--- src/rtl/avr_pkg.sv ---
// Shared AVR fetch definitions: NOP word, two-word opcode masks and the
// pc_src encoding that the core still decodes.
package avr_pkg;

  localparam logic [15:0] NOP = 16'h0000;

  // Two-word opcodes: the second word is an address or a data-space operand.
  localparam logic [15:0] JMP_MASK   = 16'hFE0E;
  localparam logic [15:0] JMP_MATCH  = 16'h940C;
  localparam logic [15:0] CALL_MASK  = 16'hFE0E;
  localparam logic [15:0] CALL_MATCH = 16'h940E;
  localparam logic [15:0] LDS_MASK   = 16'hFE0F;
  localparam logic [15:0] LDS_MATCH  = 16'h9000;
  localparam logic [15:0] STS_MASK   = 16'hFE0F;
  localparam logic [15:0] STS_MATCH  = 16'h9200;

  typedef enum logic [1:0] {
    PC_SRC_INC = 2'd0,
    PC_SRC_REL = 2'd1,
    PC_SRC_ABS = 2'd2,
    PC_SRC_IND = 2'd3
  } pc_src_e;

  function automatic logic is_two_word(input logic [15:0] word);
    return ((word & JMP_MASK) == JMP_MATCH) ||
           ((word & CALL_MASK) == CALL_MATCH) ||
           ((word & LDS_MASK) == LDS_MATCH) ||
           ((word & STS_MASK) == STS_MATCH);
  endfunction

endpackage

--- src/rtl/avr_prefetch_fifo.sv ---
// Prefetch queue: DEPTH entries of W bits, head and head+1 readable together,
// pops of 0/1/2 per cycle, and a flush that empties it on the next edge.
module avr_prefetch_fifo #(
  parameter int DEPTH = 4,
  parameter int W     = 32,
  parameter int HI_W  = 16
) (
  input  logic                     CLK,
  input  logic                     RST,
  input  logic                     flush_i,
  input  logic                     push_i,
  input  logic [W-1:0]             push_data_i,
  input  logic [1:0]               pop_n_i,
  output logic [W-1:0]             head_o,
  output logic [HI_W-1:0]          head1_o,
  output logic [$clog2(DEPTH):0]   count_o,
  output logic                     full_o,
  output logic                     empty_o
);

  localparam int AW = $clog2(DEPTH);
  localparam int PW = AW + 1;

  logic [W-1:0]  mem_q [DEPTH];
  logic [PW-1:0] wr_q, wr_d;
  logic [PW-1:0] rd_q, rd_d;
  logic [AW-1:0] rd_idx, rd1_idx;

  // Extra pointer MSB distinguishes full from empty when the indices match.
  always_comb begin
    rd_idx  = rd_q[AW-1:0];
    rd1_idx = rd_idx + AW'(1);
    head_o  = mem_q[rd_idx];
    head1_o = mem_q[rd1_idx][W-1 -: HI_W];
    empty_o = (wr_q == rd_q);
    full_o  = (wr_q[AW] != rd_q[AW]) && (wr_q[AW-1:0] == rd_q[AW-1:0]);
    count_o = wr_q - rd_q;
    wr_d    = wr_q;
    rd_d    = rd_q;
    if (flush_i) begin
      wr_d = '0;
      rd_d = '0;
    end else begin
      wr_d = wr_q + PW'(push_i);
      rd_d = rd_q + PW'(pop_n_i);
    end
  end

  always_ff @(posedge CLK) begin
    if (RST) begin
      wr_q <= '0;
      rd_q <= '0;
    end else begin
      wr_q <= wr_d;
      rd_q <= rd_d;
    end
  end

  always_ff @(posedge CLK) begin
    if (push_i && !flush_i) begin
      mem_q[wr_q[AW-1:0]] <= push_data_i;
    end
  end

endmodule

--- src/rtl/avr_prefetch_unit.sv ---
// AVR prefetch unit: queues ROM words with their PCs, assembles two-word
// instructions and handles absolute redirects. Optional AVR_PREFETCH_STATS_EN
// adds saturating flush/starve counters.
module avr_prefetch_unit
  import avr_pkg::*;
#(
  parameter int              PC_W     = 16,
  parameter int              DEPTH    = 4,
  parameter logic [PC_W-1:0] RESET_PC = '0
) (
  input  logic            CLK,
  input  logic            RST,
  output logic            prog_req,
  output logic [PC_W-1:0] prog_addr,
  input  logic [15:0]     prog_data,
  input  logic            redirect,
  input  logic [PC_W-1:0] redirect_pc,
  output logic            instr_valid,
  input  logic            instr_ready,
  output logic [15:0]     instr,
  output logic [15:0]     instr_ext,
  output logic            instr_is32,
  output logic [PC_W-1:0] instr_pc,
  output logic [PC_W-1:0] next_pc
`ifdef AVR_PREFETCH_STATS_EN
  ,
  output logic [15:0]     flush_count,
  output logic [15:0]     starve_count
`endif
);

  localparam int AW = $clog2(DEPTH);
  localparam int EW = 16 + PC_W;
  localparam int RW = AW + 2;

  logic [EW-1:0]   head;
  logic [15:0]     head1_word;
  logic [AW:0]     count;
  logic            fifo_full, fifo_empty;
  logic            push;
  logic [1:0]      pop_n;

  logic [PC_W-1:0] fetch_pc_q, fetch_pc_d;
  logic [PC_W-1:0] stream_pc_q, stream_pc_d;
  logic            inflight_q, inflight_d;
  logic            inflight_epoch_q, inflight_epoch_d;
  logic            epoch_q, epoch_d;

  logic [15:0]     head_word;
  logic [PC_W-1:0] head_pc;
  logic            head_is32, have_two, consume;
  logic [RW-1:0]   reserved;

  avr_prefetch_fifo #(
    .DEPTH (DEPTH),
    .W     (EW),
    .HI_W  (16)
  ) u_fifo (
    .CLK         (CLK),
    .RST         (RST),
    .flush_i     (redirect),
    .push_i      (push),
    .push_data_i ({prog_data, fetch_pc_q - PC_W'(1)}),
    .pop_n_i     (pop_n),
    .head_o      (head),
    .head1_o     (head1_word),
    .count_o     (count),
    .full_o      (fifo_full),
    .empty_o     (fifo_empty)
  );

  always_comb begin
    head_word   = head[EW-1 -: 16];
    head_pc     = head[PC_W-1:0];
    head_is32   = is_two_word(head_word);
    have_two    = (count >= (AW+1)'(2));
    instr_valid = !fifo_empty && (!head_is32 || have_two);
    instr       = instr_valid ? head_word : NOP;
    instr_is32  = instr_valid && head_is32;
    instr_ext   = instr_is32 ? head1_word : 16'h0000;
    // With nothing queued, report where the stream will resume.
    instr_pc    = fifo_empty ? stream_pc_q : head_pc;
    next_pc     = instr_pc + (instr_is32 ? PC_W'(2) : PC_W'(1));
    consume     = instr_valid && instr_ready;
    pop_n       = consume ? (instr_is32 ? 2'd2 : 2'd1) : 2'd0;

    // Issue only into slots not already claimed by queued or returning words.
    reserved    = RW'(count) + RW'(inflight_q);
    prog_req    = !RST && !redirect && !fifo_full && (reserved < RW'(DEPTH));
    prog_addr   = fetch_pc_q;
    push        = inflight_q && (inflight_epoch_q == epoch_q) && !redirect;

    fetch_pc_d       = fetch_pc_q;
    stream_pc_d      = stream_pc_q;
    inflight_d       = prog_req;
    inflight_epoch_d = epoch_q;
    epoch_d          = epoch_q;
    if (redirect) begin
      fetch_pc_d  = redirect_pc;
      stream_pc_d = redirect_pc;
      epoch_d     = !epoch_q;
    end else begin
      if (prog_req) fetch_pc_d = fetch_pc_q + PC_W'(1);
      if (consume) stream_pc_d = next_pc;
    end
  end

  always_ff @(posedge CLK) begin
    if (RST) begin
      fetch_pc_q       <= RESET_PC;
      stream_pc_q      <= RESET_PC;
      inflight_q       <= 1'b0;
      inflight_epoch_q <= 1'b0;
      epoch_q          <= 1'b0;
    end else begin
      fetch_pc_q       <= fetch_pc_d;
      stream_pc_q      <= stream_pc_d;
      inflight_q       <= inflight_d;
      inflight_epoch_q <= inflight_epoch_d;
      epoch_q          <= epoch_d;
    end
  end

`ifdef AVR_PREFETCH_STATS_EN
  logic [15:0] flush_count_q, flush_count_d;
  logic [15:0] starve_count_q, starve_count_d;

  always_comb begin
    flush_count_d  = flush_count_q;
    starve_count_d = starve_count_q;
    if (redirect && (flush_count_q != 16'hFFFF))
      flush_count_d = flush_count_q + 16'd1;
    if (instr_ready && !instr_valid && (starve_count_q != 16'hFFFF))
      starve_count_d = starve_count_q + 16'd1;
  end

  always_ff @(posedge CLK) begin
    if (RST) begin
      flush_count_q  <= 16'd0;
      starve_count_q <= 16'd0;
    end else begin
      flush_count_q  <= flush_count_d;
      starve_count_q <= starve_count_d;
    end
  end

  assign flush_count  = flush_count_q;
  assign starve_count = starve_count_q;
`endif

endmodule
--- config.mk ---
export PLATFORM = sky130hd
export DESIGN_NAME = avr_prefetch_unit
export DESIGN_NICKNAME = d
export VERILOG_FILES = /design/src/rtl/avr_pkg.sv /design/src/rtl/avr_prefetch_fifo.sv /design/src/rtl/avr_prefetch_unit.sv
export SDC_FILE = /design/constraint.sdc
export NUM_CORES = 1
export LEC_CHECK = 0
export CAP_MARGIN = 5
export CORE_MARGIN = 2
export CORE_UTILIZATION = 50
export CTS_CLUSTER_DIAMETER = 50
export DETAILED_ROUTE_END_ITERATION = 8
export DONT_BUFFER_PORTS = 1
export PLACE_DENSITY = 0.66
export SYNTH_ARGS = -nofsm -noshare
export SYNTH_HDL_FRONTEND = slang
export SYNTH_SLANG_ARGS = --single-unit
--- constraint.sdc ---
create_clock -name CLK -period 8.98 [get_ports CLK]
set_input_delay 1.796 -clock CLK [delete_from_list [all_inputs] [get_ports CLK]]
set_output_delay 1.796 -clock CLK [all_outputs]
set_load 0.005 [all_outputs]
* Yosys cells after proc, flatten, opt, wreduce, memory -nomap -nowiden
Memory sizes are Yosys's and may differ from the RTL's. A register that Yosys moved wholly into a read port is not among the register bits.
Index checks and enable logic that the tools add are counted.
** Word-level totals
- Memories kept :: 1
- Word-level logic and storage cells :: 62
- Output and inout port bits :: 83
- Flip-flop bits (word level) :: 41
- Input bits :: 36
- Memory bits (writable) :: 128
** Memory list
- u_fifo.mem_q :: words 4, bits a word 32, rd ports 2, clocked after Yosys merged registers in 1, wr ports 1, RTL line avr_prefetch_fifo.sv:24 : logic [W-1:0] mem_q [DEPTH];
** Operators by class
- Add/subtract/negate cells :: 8
- $lt $le $gt $ge :: 2
- Mux-type cells :: 13
- Reductions and logical operators :: 23
- Equality and inequality tests :: 8
** Operator list (number)
- $mux W16 :: 7
- $eq A11 B11 Y1 const B :: 2
- $eq A10 B10 Y1 const B :: 2
- $add A16 B1 Y16 const B :: 1
- $add A16 B2 Y16 :: 1
- $sub A16 B1 Y16 const B :: 1
- $logic_and A1 B1 Y1 :: 10
- $mux W2 :: 4
- $logic_not A1 Y1 :: 6
- $add A3 B1 Y4 :: 1
- $logic_or A1 B1 Y1 :: 4
- $lt A4 B3 Y1 const B :: 1
- $reduce_bool A2 Y1 :: 2
- $add A3 B1 Y3 :: 1
- $add A3 B2 Y3 :: 1
- $eq A3 B3 Y1 :: 1
- $ge A3 B2 Y1 const B :: 1
- $sub A3 B3 Y3 :: 1
- $add A2 B1 Y2 const B :: 1
- $eq A2 B2 Y1 :: 1
- $mux W1 :: 2
- $reduce_or A2 Y1 :: 1
- $eq A1 B1 Y1 :: 1
- $ne A1 B1 Y1 :: 1

* Depth between registers and ports, before layout
- Depth in word-level cells :: 12
- Depth in mapped cells :: 25

* Cells and area by module
Synthesis repeated with hierarchy kept, for this count alone.
** Second synthesis, totals
- Cells, all modules :: 595
- Area total of the unflattened synthesis :: 8410.6 um^2
** Modules (own cells, without submodules)
- avr_prefetch_fifo :: times used 1, area an instance 5396.4 um^2, cells an instance 221
- avr_prefetch_unit :: times used 1, area an instance 3014.1 um^2, cells an instance 374

* Worst setup path before layout
OpenSTA, ideal clock, no wires.
- Path kind :: flip-flop to output port
- From :: register u_fifo.rd_q[1]
- To :: output next_pc[10]
- Cell stages (with the launch flop) :: 24
- Arrival time :: 5.124 ns
- Setup slack :: 2.060 ns
- Required time :: 7.184 ns
- Cells stage by stage :: dfxtp_1 -> buf_2 -> buf_6 -> buf_6 -> buf_2 -> buf_1 -> buf_2 -> inv_1 -> fa_1 -> inv_1 -> xnor2_1 -> or4b_4 -> o21ai_4 -> inv_2 -> nand4bb_1 -> buf_4 -> buf_6 -> ha_1 -> inv_1 -> fa_1 -> a221oi_1 -> and2_1 -> nand3_1 -> xnor2_1
** Between the ends
- Word-level cells in the longest chain between the ends :: 7
- Elaborated cells on any way between the ends :: 10
- Classes of those cells :: add/sub (2); order compare (1); eq/ne (1); mux (2); reduce/logical (4)
** Ends and longest elaborated chain
- from (decl) :: RTL line avr_prefetch_fifo.sv:26 : logic [PW-1:0] rd_q, rd_d;
- from (signal assigned) :: RTL line avr_prefetch_fifo.sv:55 : rd_q <= rd_d;
- $sub A3 B3 Y3 :: RTL line avr_prefetch_fifo.sv:37 : count_o = wr_q - rd_q;
- $ge A3 B2 Y1 :: RTL line avr_prefetch_unit.sv:76 : have_two = (count >= (AW+1)'(2));
- $logic_or A1 B1 Y1 :: RTL line avr_prefetch_unit.sv:77 : instr_valid = !fifo_empty && (!head_is32 || have_two);
- $logic_and A1 B1 Y1 :: RTL line avr_prefetch_unit.sv:77
- $logic_and A1 B1 Y1 :: RTL line avr_prefetch_unit.sv:79 : instr_is32 = instr_valid && head_is32;
- $mux W2 :: RTL line avr_prefetch_unit.sv:83 : next_pc = instr_pc + (instr_is32 ? PC_W'(2) : PC_W'(1));
- $add A16 B2 Y16 (*) :: RTL line avr_prefetch_unit.sv:83
- to (decl) :: RTL line avr_prefetch_unit.sv:24 : output logic [PC_W-1:0] next_pc
Every way passes the cells marked *; elsewhere a longest branch is shown, timed or not.

* Worst setup path in the final report
- From :: register u_fifo.rd_q[0]
- To :: output next_pc[10]
** Between the ends
- Word-level cells in the longest chain between the ends :: 7
- Elaborated cells on any way between the ends :: 10
- Classes of those cells :: add/sub (2); order compare (1); eq/ne (1); mux (2); reduce/logical (4)
** Ends and longest elaborated chain
- $sub A3 B3 Y3 :: RTL line avr_prefetch_fifo.sv:37
- $ge A3 B2 Y1 :: RTL line avr_prefetch_unit.sv:76
- $logic_or A1 B1 Y1 :: RTL line avr_prefetch_unit.sv:77
- $logic_and A1 B1 Y1 (*) :: RTL line avr_prefetch_unit.sv:77
- net instr_valid :: RTL line avr_prefetch_unit.sv:18 : output logic instr_valid,
- $logic_and A1 B1 Y1 (*) :: RTL line avr_prefetch_unit.sv:79
- $mux W2 (*) :: RTL line avr_prefetch_unit.sv:83
- $add A16 B2 Y16 (*) :: RTL line avr_prefetch_unit.sv:83
Mark *: on every way through the listed nets, which the timed path passes. The rest lies on a longest branch.

==> impl_metrics.toml <==
[grt]
first_global_vias = 5345
gr-total-overflow = 0
grt_max_degree = 37
grt_usage_pct = 22.9
grt_pass1_wl_um = 30600
antenna_found_initial = 0

[final_layout]
num_antenna_cells = 0
drive_above_1_share_pct = 17.4
layout_common_cells = "edfxtp_1 (128), nand2_1 (50), nor2_1 (41)"
nNetsFinal = 661
stdcell_count = 846
seq_area_um2 = 4670
fillers = 1319
fin_util_pct = 55.2
stdcell_area_um2 = 9120
layout_commonest_cell = "edfxtp_1"
multi_input_area_um2 = 3420
areaGrowthSynthToFinish_pct = 8.29

[synth]
ys_types = 58
yosys_warnings = 0
syn_avg_cell_area_um2 = 13.4
syn-num-nets = 678
syn_inst = 630
synth_ff_type = "edfxtp_1"
ys_seq_area_share_pct = 55.4
synth_edf_count = 128
async_flop_share_pct = 0
synth_area_um2 = 8420
synth_seq_cells = 169

[floorplan]
die-width_um = 134
io_pins = 119
die_area_um2 = 17900
die_height_um = 134
std_cell_rows = 47
coreArea_um2 = 16500
initial_core_util_pct = 51.0

[worst_setup_path]
cp_slowest_cell = "dfxtp_2"
cp-end-kind = "output port"
critical_path.max_stage_delay_ps = 910
startpoint_type = "register"
ff2ff_setup_slack_ps = 3570
worstPathCellList = "buf_4 -> mux4_1 -> nor4_1 -> a21oi_1 -> o21ai_4 -> inv_2 -> nand4bb_1 -> ha_1 -> inv_1 -> fa_1 -> a221oi_1 -> and2_1 -> nand3_1 -> xnor2_1"
path_max_fanout = 24
critical_path_class = "reg -> out"
worstPathRequired_ps = 7180
cp.arrival_ps = 5550
critPathTopFamily = "simple AND/OR/NAND/NOR gates"
path_buf_inv = 3

[timing]
slew_viol_final = 0
grt_setup_unrepaired = "false"
setup_viol = 0
slew-limit-headroom_pct = 24.7
worstMarginPinSlew_ps = 1130
hold_viol = 0
clock_skew_ps = 8.67
tns_ps = 0
max_clock_freq_ghz = 0.136
fin_crit_ps = 7340
fin_crit_sh_pct = 81.8

[drt]
drtIter0Drc = 491
wirelength_um = 19800
num_vias = 5330
drtAntennaViolNets = 0
via_per_inst = 6.30
wl_per_cell_um = 23.4
drt-pass1-iter-count = 5
drc = 0

[clock_network]
cts_max_level = 4
cts.repair.resized = 0
cts_tree = "built"
cts_buffers = 17
cts_root_buf = "clkbuf_16"
insertion_delay_ps = 440
clk_path_buf_depth = 2
postCtsSetupBuffers = 0
cts_sinks = 169
ctsHoldBuffers = 0
clk_pin_slew_worst_paths_ps = 70

[place]
hpwlAfterDp_um = 13500
place_area_um2 = 8510
gp_congestion = 0.866
port_buffers = 0
dp.cells = 814

[power_and_ir_drop]
p_leak_nw = 3.10
peakVddDrop_v = 0.000145
powerDensity_nw_per_um2 = 192
power_mw = 1.75

[worst_hold_path]
hp-class = "reg -> reg"

[status]
run_status = "complete, no violations"

[flow_run]
drv_cap = 0
[metal layers]
| layer | up-vias | track usage (%) | part of all wire [%] |
|---|---|---|---|
| met5 | - | 0 | 0 |
| met4 | 0 | 7.98 | 2.3 |
| met3 | 34 | 6.77 | 7.3 |
| met2 | 196 | 38.1 | 51 |
| met1 | 2721 | 28.6 | 40 |
| li1 | 2379 | - | - |
[worst paths after layout]
check | from | to | depth (start not counted)
hold / removal | stream_pc_q[0]$_SDFFE_PP0P_ | stream_pc_q[0]$_SDFFE_PP0P_ | 2
hold reg to reg | stream_pc_q[0]$_SDFFE_PP0P_ | stream_pc_q[0]$_SDFFE_PP0P_ | 2
setup reg to reg | u_fifo.rd_q[0]$_SDFF_PN0_ | stream_pc_q[8]$_SDFFE_PP0P_ | 15
setup / recovery | u_fifo.rd_q[0]$_SDFF_PN0_ | next_pc[10] | 14
[cells in the mapped netlist, drive strengths merged, types with 7 or more instances]
| cell type | instances | area share, % |
|---|---|---|
| a31oi | 7 | 0.52 |
| nand3 | 20 | 1.2 |
| buf | 22 | 2.1 |
| nor2b | 16 | 1.2 |
| mux2 | 12 | 1.6 |
| nor2 | 43 | 1.9 |
| clkbuf | 21 | 0.94 |
| xor2 | 14 | 1.7 |
| and2 | 30 | 2.2 |
| a21oi | 26 | 1.6 |
| o21ai | 24 | 1.6 |
| mux4 | 45 | 13 |
| xnor2 | 14 | 1.5 |
| inv | 24 | 1.1 |
| nand2 | 51 | 2.4 |
| a221oi | 12 | 1.6 |
| edfxtp | 128 | 46 |
| nor3 | 9 | 0.53 |
| ha | 9 | 1.3 |
| dfxtp | 41 | 9.7 |
[sequential cells by signal (all words and copies together) (netlist names)]
name / count
u_fifo.wr_q: 3
inflight_epoch_q: 1
u_fifo.mem_q: 128
epoch_q: 1
inflight_q: 1
stream_pc_q: 16
prog_addr: 16
u_fifo.rd_q: 3
[worst reg2reg max path, cell delays in order, from the launching register on]
cell and delay, ps:
dfxtp_2 910, buf_4 420, mux4_1 670, nor4_1 300, a21oi_1 180, o21ai_4 210, inv_2 180, nand4bb_1 240
ha_1 210, inv_1 50, fa_1 420, a221oi_1 540, and2_1 400, xor2_1 270, nand2_1 80, a221oi_1 250
[report_power, final]
group	internal (mW)	switching, mW
Combinational	0.0391	0.0720
Clock	0.443	0.316
Sequential	0.867	0.0170
[cells by family after synthesis]
| group | after synthesis | share of synthesized area (%) |
|---|---|---|
| adder cells (fa/ha/maj) | 12 | 2.05 |
| AND/OR/NAND/NOR | 198 | 12.0 |
| AO/OA/AOI/OAI | 94 | 8.46 |
| buffers and inverters | 67 | 4.12 |
| XOR/XNOR | 28 | 3.14 |
| flip-flops | 169 | 55.4 |
| multiplexers | 62 | 14.9 |
[stage by stage]
step / setup WS (ps) / hold slack, ps
floorplan: 2060 / 478
global placement: 2280 / 484
detailed placement: 2080 / 491
CTS: 1600 / 500
global route: 1270 / 520
finish: 1640 / 501
[final cells by class]
class / count / area share (%)
timing repair buffer: 7 / 0.576
clock inverter: 15 / 2.04
multi-input combinational: 394 / 37.5
inverter: 24 / 0.988
clock buffer: 17 / 4.67
sequential: 169 / 51.2
tap: 220 / 3.02
(Power assumes the default switching activity.)
==> edit 1: new RTL, same settings <==
The parameter `PC_W` goes from 16 to 32.
--- a/src/rtl/avr_prefetch_unit.sv
+++ b/src/rtl/avr_prefetch_unit.sv
@@ -6,3 +6,3 @@
 #(
-  parameter int              PC_W     = 16,
+  parameter int              PC_W     = 32,
   parameter int              DEPTH    = 4,
Ports: changed (resized instr_pc, next_pc, prog_addr and redirect_pc); port bits go from 119 to 183. No check against the original RTL was run, so the function may have changed too.
==> edit 1 against the original RTL <==
Synthesized cell count increased by 81%. Highest routed layer is now met5. Area after synthesis increased by 62%. Cell area increased by 64%. Sequential cell count increased by 96. Sequential share of layout area decreased by 2.9 points. Power increased by 69%. Routed wire length increased by 90%. Final cell count increased by 75%. Via count increased by 82%. Setup slack got worse by 340 ps. Clock power increased by 81%.
==> edit 1: results (changes against the original RTL) <==
| Metric | Value |
|---|---|
| Cts bufs inserted | `34 (+17)` |
| Worst Skew | `17.8 ps (+9.10 ps)` |
| Pin count of the biggest net entering global routing | `74 (+100%)` |
| Worst Path Max Fanout | `51 (+110%)` |
| Routability congestion estimate | `0.843 (-2.6%)` |
| Reg-to-reg setup timing slack | `3470 ps (-100 ps)` |
| Worst setup slack after placement | `1860 ps (-218 ps)` |
| Library cell used as clock root buffer | `clkbuf_16` |
| Capture point of the worst reg-to-reg path | `stream_pc_q[26]` |
| Antenna violations before repair | `1 (+1)` |
| Synthesized-area fraction occupied by xor and xnor cells | `3.59% (+0.45 points)` |
| Commonest cells in the synthesized netlist | `edfxtp_1 (192), nand2_1 (129), dfxtp_1 (73), mux4_2 (61), nor2_1 (60)` |
| Maximum count of clock buffers along a single path | `3 (+1)` |
| EDFF count, synth | `192 (+50%)` |
| Adder and majority cell fraction of the synthesized area | `1.27% (-0.78 points)` |
| Syn Area/Cell | `12.0 µm² (-11%)` |
| Mux share of post-synthesis cell area | `12.7% (-2.1 points)` |
| Register-to-Register Path Depth | `14 (-1)` |
| Routed vias/inst | `6.54 (+3.9%)` |
| Largest register FFs | `192 (+50%)` |
| Distinct cells, synth | `89 (+53%)` |
| Outcome | `finished clean` |
| Worst-path clk slew | `50 ps (-20 ps)` |
| Total number of H-tree levels | `2 (-2)` |
| Clock insertion delay at the later pin of the skew report | `510 ps (+70 ps)` |
| Number of inserted filler cells in the final layout | `2243 (+70%)` |
| Share of synthesized area occupied by flip-flops and latches | `53.0% (-2.4 points)` |
| Final non-filler cell total | `1481 (+75%)` |
| Largest vdd supply drop | `0.127 mV (-13%)` |
| Cell leakage power | `5.19 nW (+67%)` |
| Total Nets Final | `1180 (+79%)` |
| Final-layout worst hold slack | `493 ps (-7.71 ps)` |
| Number of global-route vias before repair | `9225 (+73%)` |
| Count of placed standard cells including taps | `1421 (+75%)` |
| Worst min-delay path startpoint | `stream_pc_q[14]` |
| Wire length of the first global-routing pass | `56500 µm (+85%)` |
| Average detailed-routed wire length per instance | `25.4 µm (+8.6%)` |
| Rel. slew slack | `38.9% (+14 points)` |
| Ratio of cells with drive above 1 in the final layout | `16.1% (-1.3 points)` |
| First-pass iteration count of the detailed router | `7 (+2)` |
| Hold Crit Endpoint | `stream_pc_q[14]` |
| DRC marker count from the first detailed-route iteration | `886 (+80%)` |
| Post-synthesis compound-gate area fraction | `10.0% (+1.5 points)` |
==> edit 1: cell count changes after synthesis, moves of 17 or more <==
cell | before | now
clkbuf_1 | 21 | 51
nor3_1 | 9 | 31
dfxtp_1 | 41 | 73
nor2_1 | 42 | 60
and3_1 | 5 | 26
o21ai_0 | 21 | 42
mux2i_1 | 5 | 22
a21oi_1 | 24 | 49
inv_1 | 22 | 43
nand2_1 | 50 | 129
edfxtp_1 | 128 | 192
mux4_2 | 31 | 61
==> edit 1: layout make-up <==
type                       count  area share (%)
clock buffer                  37            6.03
clock inverter                23            1.54
inverter                      43            1.08
multi-input combinational    752            39.2
sequential                   265            48.3
tap                          341            2.85
timing repair buffer          20            1.00
==> edit 1: power breakdown <==
group | switching (mW) | internal, mW | leakage [nW]
combinational | 0.132 | 0.0678 | 2.28
clock | 0.522 | 0.844 | 0.557
sequential | 0.0384 | 1.35 | 2.35
total | 0.693 | 2.27 | 5.19
==> edit 1: how the worst max path moves through the flow <==
stage                         from     endpoint  slack [ps]  depth (start not counted)
global route        u_fifo.rd_q[0]  next_pc[19]         980                         14
global placement    u_fifo.rd_q[0]  next_pc[19]        2030                         14
finish              u_fifo.rd_q[0]  next_pc[19]        1300                         14
floorplan           u_fifo.rd_q[1]  next_pc[19]        1790                         22
CTS                 u_fifo.rd_q[0]  next_pc[19]        1310                         14
detailed placement  u_fifo.rd_q[0]  next_pc[19]        1860                         14
==> edit 1: metal layers <==
layer	vias to the layer above	part of all wire (%)	global-route usage (%)
met4	2	2.1	6.91
met2	493	47	41.4
met5	-	0.027	0
met1	4857	40	35.8
li1	4277	-	-
met3	63	11	7.02
==> edit 1: stage by stage <==
stage	util, %	area, µm²
2_1_floorplan	-	13600
3_3_place_gp	51.5	13800
3_5_place_dp	51.5	13800
4_1_cts	55.7	15000
5_1_grt	55.7	15000
6_report	55.7	15000
==> edit 1: cells by family (layout without fill, tap and decap cells) <==
group,count (synthesis),in the layout
adders and majority gates,12,12
and+or+nand+nor,401,401
buffers and inverters,124,123
muxes,93,93
xor gates and xnor gates,55,55
AOI/OAI and AO/OA,191,191
DFF,265,265
==> edit 1: critical path: stages (launching register included) <==
cell and delay [ps]:
dfxtp_4 940, mux4_2 640, nor4_1 370, a21oi_2 160, o31ai_2 260, inv_1 340
nand2_1 290, inv_1 160, ha_1 300, a21oi_1 120, a221oi_4 490, nand4_2 450
nand2b_4 300, or3_1 340, xnor2_1 190
==> edit 2: new RTL, config.mk and constraints unchanged <==
Without the edit above. The option `AVR_PREFETCH_STATS_EN` is turned on by a define.
--- a/src/rtl/avr_prefetch_unit.sv
+++ b/src/rtl/avr_prefetch_unit.sv
@@ -3,2 +3,4 @@
 // adds saturating flush/starve counters.
+`define AVR_PREFETCH_STATS_EN
+
 module avr_prefetch_unit
Check against the original RTL (old outputs only; new: flush_count and starve_count): equivalent (Yosys induction, for registers that start in step).
==> edit 2 against the original RTL <==
Routed wire length rose by 15%. Cell area increased by 19%. Sequential cell count rose by 32. Area after synthesis up 16%. Setup slack worse by 270 ps. First-iteration DRC count grew 9.2%. Power rose by 23%. Combinational power is 5% higher. Utilization grew 0.92 points. Critical endpoint is now next_pc[12]. Highest routed layer unchanged.
==> edit 2: results (changes against the original RTL) <==
| Metric | Value |
|---|---|
| Vias | `6603 (+24%)` |
| Number of inserted filler cells in the final layout | `1560 (+18%)` |
| Worst Skew | `20.6 ps (+12.0 ps)` |
| Crit-path max cell delay | `840 ps (-70 ps)` |
| Worst Path Max Fanout | `47 (+96%)` |
| Wire length of the first global-routing pass | `35100 µm (+15%)` |
| Total Nets Final | `857 (+30%)` |
| Largest vdd supply drop | `0.145 mV (about the same)` |
| Cell leakage power | `3.75 nW (+21%)` |
| Clock insertion delay at the later pin of the skew report | `530 ps (+90 ps)` |
| DRC marker count from the first detailed-route iteration | `536 (+9.2%)` |
| Worst min-delay path startpoint | `stream_pc_q[5]` |
| Number of global-route vias before repair | `6233 (+17%)` |
| Number of buffers inserted by port buffering | `0 (unchanged)` |
| Maximum count of clock buffers along a single path | `3 (+1)` |
| Routability congestion estimate | `0.859 (-0.82%)` |
| Final non-filler cell total | `1091 (+29%)` |
| Pin count of the biggest net entering global routing | `65 (+76%)` |
| Total number of H-tree levels | `1 (-3)` |
| Cts bufs inserted | `26 (+9)` |
| Prevailing post-synth register cell | `edfxtp_1` |
| Worst-path clk slew | `50 ps (-20 ps)` |
| Antenna violations before repair | `0 (unchanged)` |
| Final hold violation count | `0 (unchanged)` |
| Share of synthesized area occupied by flip-flops and latches | `54.2% (-1.2 points)` |
| Distinct cells, synth | `64 (+10%)` |
| Outcome | `finished clean` |
| Rel. slew slack | `27.0% (+2.3 points)` |
| Worst r2r src | `u_fifo.rd_q[0]` |
| Capture point of the worst reg-to-reg path | `stream_pc_q[10]` |
| Global router's overall resource usage | `22.0% (-0.91 points)` |
| Ratio of cells with drive above 1 in the final layout | `14.6% (-2.8 points)` |
| Count of placed standard cells including taps | `1044 (+28%)` |
| DP Wirelength | `15900 µm (+17%)` |
| Syn Area/Cell | `12.1 µm² (-9.7%)` |
| Reg-to-reg setup timing slack | `3380 ps (-190 ps)` |
| Hold Crit Endpoint | `stream_pc_q[5]` |
| Commonest cells in the synthesized netlist | `edfxtp_1 (128), nor2_1 (77), dfxtp_1 (73), nand2_1 (69), xnor2_1 (45)` |
| Portion of synthesized cell area occupied by the leading cell type | `39.3% (-6.4 points)` |
| Cells taking the most area after synthesis | `edfxtp_1 (39%), dfxtp_1 (15%), mux4_2 (9.9%), xnor2_1 (4.0%), nor2_1 (3.0%)` |
| Register-to-Register Path Depth | `15 (unchanged)` |
| Critical path data arrival time | `5820 ps (+270 ps)` |
| Average detailed-routed wire length per instance | `21.0 µm (-10%)` |
[edit 2: changes by cell type in the layout (fill, tap and decap cells not counted), sizes merged, moves of 6 or more]
| cell | before | now |
|---|---|---|
| nor2 | 43 | 77 |
| dfxtp | 41 | 73 |
| xnor2 | 14 | 45 |
| and3 | 5 | 30 |
| nand2 | 51 | 69 |
| clkbuf | 17 | 31 |
| nor2b | 16 | 3 |
| nor3 | 9 | 20 |
| and2 | 30 | 20 |
| nand3 | 20 | 29 |
| mux2i | 5 | 13 |
| clkinv | 5 | 12 |
| xor2 | 14 | 20 |
[edit 2: logic make-up after synthesis]
| family | share of synthesized area, % |
|---|---|
| AOI/OAI and AO/OA | 7.03 |
| xor gates and xnor gates | 5.82 |
| adders and majority gates | 2.02 |
| buffers and inverters | 3.45 |
| DFF | 54.2 |
| muxes | 12.7 |
| and+or+nand+nor | 14.8 |
[edit 2: routing by layer]
metal / vias up / track usage [%] / share of wire (%)
li1: 3005 / - / -
met1: 3273 / 29.7 / 40
met2: 289 / 35.9 / 49
met3: 36 / 5.10 / 7.8
met4: 0 / 5.99 / 2.4
met5: - / 0 / 0
[edit 2: area by class of cell]
type | count | area share (%)
inverter | 31 | 1.07
sequential | 201 | 48.9
tap | 265 | 3.06
clock inverter | 16 | 1.68
timing repair buffer | 11 | 0.761
multi-input combinational | 536 | 38.3
clock buffer | 31 | 6.17
[edit 2: power breakdown]
part | internal (mW) | leakage (nW) | total [mW] | switching (mW)
clock network | 0.621 | 0.411 | 1.01 | 0.387
registers | 1.01 | 1.76 | 1.03 | 0.0208
logic | 0.0421 | 1.58 | 0.117 | 0.0746
[edit 2: worst max-delay path by stage]
stage,to,start,slack [ps]
finish,next_pc[12],u_fifo.rd_q[0],1370
global route,next_pc[12],u_fifo.rd_q[0],970
CTS,next_pc[12],u_fifo.rd_q[0],1340
detailed placement,next_pc[12],u_fifo.rd_q[0],1910
global placement,next_pc[12],u_fifo.rd_q[0],1980
floorplan,next_pc[12],u_fifo.rd_q[1],2370
[edit 2: critical path: cells and delay by family (launching register included)]
kind	cells	cell delay (ps)
AND/OR/NAND/NOR	5	1510
adder cells (fa/ha/maj)	2	660
multiplexers	1	600
flip-flops	1	840
buffers and inverters	3	780
XOR/XNOR	1	280
AO/OA/AOI/OAI	2	610
[edit 2: through the flow]
step	utilization (%)	power [mW]	setup WS (ps)	cell area [µm²]	hold slack (ps)
after floorplan	-	1.14	2370	9790	450
after CTS	56.1	2.17	1340	10800	483
final	56.1	2.16	1370	10800	486
after global placement	51.7	1.16	1980	9990	473
after global routing	56.1	2.23	966	10800	495
after detailed placement	51.7	1.17	1910	9990	475
